### src/rtl/lfsr_pattern_gen.sv
// lfsr_pattern_gen: prescaled Fibonacci LFSR LED pattern generator with step/hold/reverse/load.
// Optional feature macro: LFSR_PATTERN_GEN_LOCKUP_EN (recover from the all-zero lock-up state).
module lfsr_pattern_gen #(
    parameter int               WIDTH        = 8,
    parameter logic [WIDTH-1:0] TAPS         = 8'hB8,
    parameter logic [WIDTH-1:0] SEED         = 8'hAA,
    parameter int               PRESCALE_BIT = 20
) (
    input  logic             clk,
    input  logic             NOTRESET,
    input  logic [1:0]       mode,
    input  logic             step,
    input  logic             load,
    input  logic [WIDTH-1:0] load_value,
    output logic [WIDTH-1:0] led,
    output logic             tick,
    output logic             wrap
);
    logic [PRESCALE_BIT:0] r_cnt;
    logic                  r_z;
    logic [WIDTH-1:0]      r_state;
    logic                  r_tick;
    logic                  r_wrap;
    logic [PRESCALE_BIT:0] w_cnt_nx;
    logic                  w_req;
    logic [WIDTH-1:0]      w_fwd;
    logic [WIDTH-1:0]      w_rev;
    logic [WIDTH-1:0]      w_next;
    logic                  w_adv;
    logic [WIDTH-1:0]      w_load_val;
    logic                  w_fix;

    // The request uses the count as it becomes after this edge, so the advance lands on the edge
    // where the prescaler bit first changes.
    assign w_cnt_nx = r_cnt + (PRESCALE_BIT+1)'(1);
    assign w_req    = w_cnt_nx[PRESCALE_BIT] != r_z;
    assign w_fwd    = {r_state[WIDTH-2:0], ^(r_state & TAPS)};
    assign w_rev    = {r_state[0] ^ ^(r_state[WIDTH-1:1] & TAPS[WIDTH-2:0]), r_state[WIDTH-1:1]};
    assign w_next   = (mode == 2'd3) ? w_rev : w_fwd;
    assign w_adv    = ((mode == 2'd0 || mode == 2'd3) && w_req) || (mode == 2'd1 && step);
`ifdef LFSR_PATTERN_GEN_LOCKUP_EN
    assign w_load_val = (load_value == '0) ? SEED : load_value;
    assign w_fix      = r_state == '0;
`else
    assign w_load_val = load_value;
    assign w_fix      = 1'b0;
`endif

    // Free-running prescaler and its edge-detect register; unaffected by mode or load.
    always_ff @(posedge clk or posedge NOTRESET) begin
        if (NOTRESET) begin
            r_cnt <= '0;
            r_z   <= 1'b0;
        end else begin
            r_cnt <= w_cnt_nx;
            if (w_req) r_z <= w_cnt_nx[PRESCALE_BIT];
        end
    end

    // LFSR state with load > lock-up recovery > advance priority, plus registered tick/wrap.
    always_ff @(posedge clk or posedge NOTRESET) begin
        if (NOTRESET) begin
            r_state <= SEED;
            r_tick  <= 1'b0;
            r_wrap  <= 1'b0;
        end else if (load) begin
            r_state <= w_load_val;
            r_tick  <= 1'b0;
            r_wrap  <= 1'b0;
        end else if (w_fix) begin
            r_state <= SEED;
            r_tick  <= 1'b0;
            r_wrap  <= 1'b0;
        end else begin
            r_state <= w_adv ? w_next : r_state;
            r_tick  <= w_adv;
            r_wrap  <= w_adv && (w_next == SEED);
        end
    end

    assign led  = r_state;
    assign tick = r_tick;
    assign wrap = r_wrap;
endmodule

### config.mk
export PLATFORM = sky130hd
export DESIGN_NAME = lfsr_pattern_gen
export DESIGN_NICKNAME = d
export VERILOG_FILES = /design/src/rtl/lfsr_pattern_gen.sv
export SDC_FILE = /design/constraint.sdc
export NUM_CORES = 1
export LEC_CHECK = 0
export CAP_MARGIN = 30
export CORE_AREA = 2 2 73 57
export DETAILED_ROUTE_END_ITERATION = 6
export DIE_AREA = 0 0 75 59
export PLACE_DENSITY = 0.72
export SYNTH_ARGS = -nofsm -noshare
export SYNTH_HDL_FRONTEND = slang
export SYNTH_SLANG_ARGS = --single-unit
### constraint.sdc
create_clock -name clk -period 4.6 [get_ports clk]
set_input_delay 0.92 -clock clk [delete_from_list [all_inputs] [get_ports clk]]
set_output_delay 0.92 -clock clk [all_outputs]
set_load 0.02 [all_outputs]
==> qor.csv <==
stage,metric,value,unit
run_status,run_status,"complete, no violations",
logic_synthesis,asyncSetResetFlopFracSynth,1.000,
sta,timing.max_slew.rel_slack,0.5222,
floorplan,floorplan.initialDensity,0.4431,
critical_path,criticalPathCategory,in -> reg,
clock_tree,holdBufCountCts,0,
placement,place.port_buffers,23,
drt,routed-via-count,1204,
floorplan,fp.dieH,59,um
sta,number_of_max_slew_violations_in_the_final_report,0,
power_and_ir_drop,ratio_of_total_power_to_cell_area,337.9,mW/mm2
clock_tree,postCtsSetupRepairBufs,0,
min_path,timing.hold.worst_path_depth,1,
sta,final-hold-violation-count,0,
clock_tree,cts_max_level,2,
sta,grt_setup_unrepaired,false,
drt,top_layer_used,met4,
global_routing,number_of_global_route_vias_before_repair,1249,
min_path,hold_path_class,reg -> reg,
drt,vias_per_cell,5.235,
drt,drtAntennaViolNets,0,
min_path,min_from,r_cnt[0],
min_path,end_of_the_worst_hold_path,r_cnt[0],
drt,post-route-drc-count,0,
power_and_ir_drop,fin_total_pwr,688.2,uW
global_routing,pin_count_of_the_biggest_net_entering_global_routing,33,
sta,post-route-min-period,2.682,ns
placement,post-dp-hpwl,2339,um
final_layout,fin_nets,194,
clock_tree,clockBufferDepth,2,
drt,initial_drt_markers,120,
clock_tree,cts-resized-gates,0,
sta,hold-worst-slack,0.4744,ns
drt,wl_met3,120,um
floorplan,floorplan.rows,19,
logic_synthesis,postSynthNetCount,164,
sta,min_period_over_period,0.5832,
clock_tree,cts_root_buffer,sky130_fd_sc_hd__clkbuf_8,
critical_path,setup.worst_path.start,mode[1],
critical_path,cp-end-kind,flip-flop,
floorplan,fp.dieArea,0.004425,mm2
drt,firstDrtPassIters,4,
global_routing,grt_remaining_overflow,0,
final_layout,synthToLayoutAreaGrowth,26.40,%
drt,wl_met1,1453,um
critical_path,crit_path_start_kind,primary input,
power_and_ir_drop,ir_worst_vdd,175.0,uV
sta,finClkSkew,0.008053,ns
clock_tree,clock_sinks,32,
logic_synthesis,avgSynthCellArea,10.96,um2
placement,gp_routability_congestion,0.7718,
clock_tree,worstSkewPairLatency,0.29,ns
critical_path,required,4.80,ns
global_routing,antenna_violations_before_repair,0,
sta,setup_viol,0,
flow_run,timing.max_cap.violations,0,
clock_tree,cts_buf_count,5,
logic_synthesis,yosys_warnings,0,
global_routing,globalRouteTotalUtil,0.1720,
sta,max_freq,0.3728,GHz
clock_tree,path_clk_slew,0.07,ns
sta,tightestPinTransition,0.7113,ns
critical_path,r2r_start,r_cnt[0],
logic_synthesis,synth_flop_cell,sky130_fd_sc_hd__dfrtp_1,
critical_path,worst_endpoint_data_arrival_time,2.88,ns
drt,wl,3209,um
drt,avgRoutedWirePerCell,13.95,um
power_and_ir_drop,power.leakage,0.0008689,uW
logic_synthesis,synth_seq_area_share,0.5000,
logic_synthesis,synth_seq_cells,32,
critical_path,rr_endpoint,led[4],
final_layout,layout.filler_cells,310,
final_layout,drive_above_1_share,0.1180,
logic_synthesis,synth_cell_type_count,37,
floorplan,io_pins,24,
global_routing,wire_length_of_the_first_global_routing_pass,5637,um
critical_path,largest_fanout_of_any_net_on_the_critical_path,10,
drt,wl_met2,1571,um
sta,tns,0,ns
floorplan,fp.coreArea,0.003637,mm2
logic_synthesis,post_synth_inst_count,147,
logic_synthesis,syn_area,0.001612,mm2
critical_path,worst-r2r-setup-slack,2.53,ns
logic_synthesis,synth_enable_flop_cells,0,
clock_tree,tritoncts,built,
critical_path,worst_r2r_path_depth,7,
final_layout,antenna_cells,0,
floorplan,die_x,75,um
flip-flops by register name, summed over array words and instances, names as in the netlist:
name	count
tick	1
led	8
wrap	1
r_cnt	21
r_z	1
per-layer routing:
metal | global-route usage | up-vias
met5 | 0 | -
met3 | 0.04422 | 6
met2 | 0.2506 | 22
met4 | 0.09694 | 0
li1 | - | 582
met1 | 0.2337 | 594
area by class of cell:
class / instances / area [um2] / area share
Tap cell: 52 / 65.06 / 0.03194
Clock buffer: 7 / 96.34 / 0.04730
Clock inverter: 1 / 30.03 / 0.01474
Inverter: 7 / 26.28 / 0.01290
Sequential cell: 32 / 805.8 / 0.3956
Timing Repair Buffer: 24 / 237.7 / 0.1167
Multi-Input combinational cell: 107 / 775.7 / 0.3808
through the flow:
| stage | instance area (um2) | worst slack [ns] | utilization | cells |
|---|---|---|---|---|
| floorplan | 1612 | 2.312 | - | 147 |
| global placement | 1911 | 1.732 | 0.5253 | 222 |
| detailed placement | 1911 | 1.618 | 0.5253 | 222 |
| CTS | 2037 | 1.909 | 0.5600 | 230 |
| global route | 2037 | 1.786 | 0.5600 | 230 |
| finish | 2037 | 1.918 | 0.5600 | 230 |
Yosys cell counts, types with 2 or more instances:
cell,instances,share of area
sky130_fd_sc_hd__o22ai_1,7,0.027
sky130_fd_sc_hd__inv_1,6,0.014
sky130_fd_sc_hd__mux2i_1,4,0.025
sky130_fd_sc_hd__a32o_1,2,0.012
sky130_fd_sc_hd__nand2b_1,2,0.0078
sky130_fd_sc_hd__xor2_1,10,0.054
sky130_fd_sc_hd__nor3_1,2,0.0062
sky130_fd_sc_hd__nand4_1,3,0.012
sky130_fd_sc_hd__nor2_1,9,0.021
sky130_fd_sc_hd__dfstp_2,4,0.065
sky130_fd_sc_hd__nand2_1,12,0.028
sky130_fd_sc_hd__o2111ai_1,2,0.011
sky130_fd_sc_hd__nand3_1,9,0.028
sky130_fd_sc_hd__a21oi_1,8,0.025
sky130_fd_sc_hd__ha_1,3,0.023
sky130_fd_sc_hd__dfrtp_1,28,0.43
sky130_fd_sc_hd__xnor2_1,15,0.082
sky130_fd_sc_hd__nand3b_1,2,0.0093
where the power goes:
group	switching (uW)	total, uW	internal [uW]
registers	12.1	304	292
logic	46.6	89.4	42.8
clock network	103	294	191
total	162	688	526
kinds of logic (layout without fill, tap and decap cells):
family,count (synthesis),count (layout),synth area share
mux,4,4,0.02485
xor+xnor,25,25,0.1359
flops,32,32,0.5000
simple gates,51,51,0.1941
compound gates,24,24,0.1033
buf+inv,8,39,0.01863
fa+ha+maj,3,3,0.02329
worst max-delay path by stage:
| stage | end |
|---|---|
| final | wrap |
| after global routing | wrap |
| after CTS | wrap |
| after detailed placement | wrap |
| after global placement | wrap |
| after floorplan | wrap |
critical path, cell delays in order:
cell                              delay, ns
sky130_fd_sc_hd__clkdlybuf4s50_1       0.49
sky130_fd_sc_hd__inv_1                 0.06
sky130_fd_sc_hd__ha_1                  0.32
sky130_fd_sc_hd__nand2_1               0.10
sky130_fd_sc_hd__or3_1                 0.32
sky130_fd_sc_hd__a32o_1                0.24
sky130_fd_sc_hd__o211ai_4              0.16
sky130_fd_sc_hd__nor4b_4               0.27
placed cells by master (no fill, tap or decap), types with 7 or more instances in the layout:
master                            instances
sky130_fd_sc_hd__nand3_1                  9
sky130_fd_sc_hd__a21oi_1                  8
sky130_fd_sc_hd__clkbuf_8                 7
sky130_fd_sc_hd__xor2_1                  10
sky130_fd_sc_hd__nor2_1                   9
sky130_fd_sc_hd__o22ai_1                  7
sky130_fd_sc_hd__nand2_1                 12
sky130_fd_sc_hd__dfrtp_1                 28
sky130_fd_sc_hd__clkdlybuf4s50_1         23
sky130_fd_sc_hd__xnor2_1                 15
(Power assumes the default switching activity.)
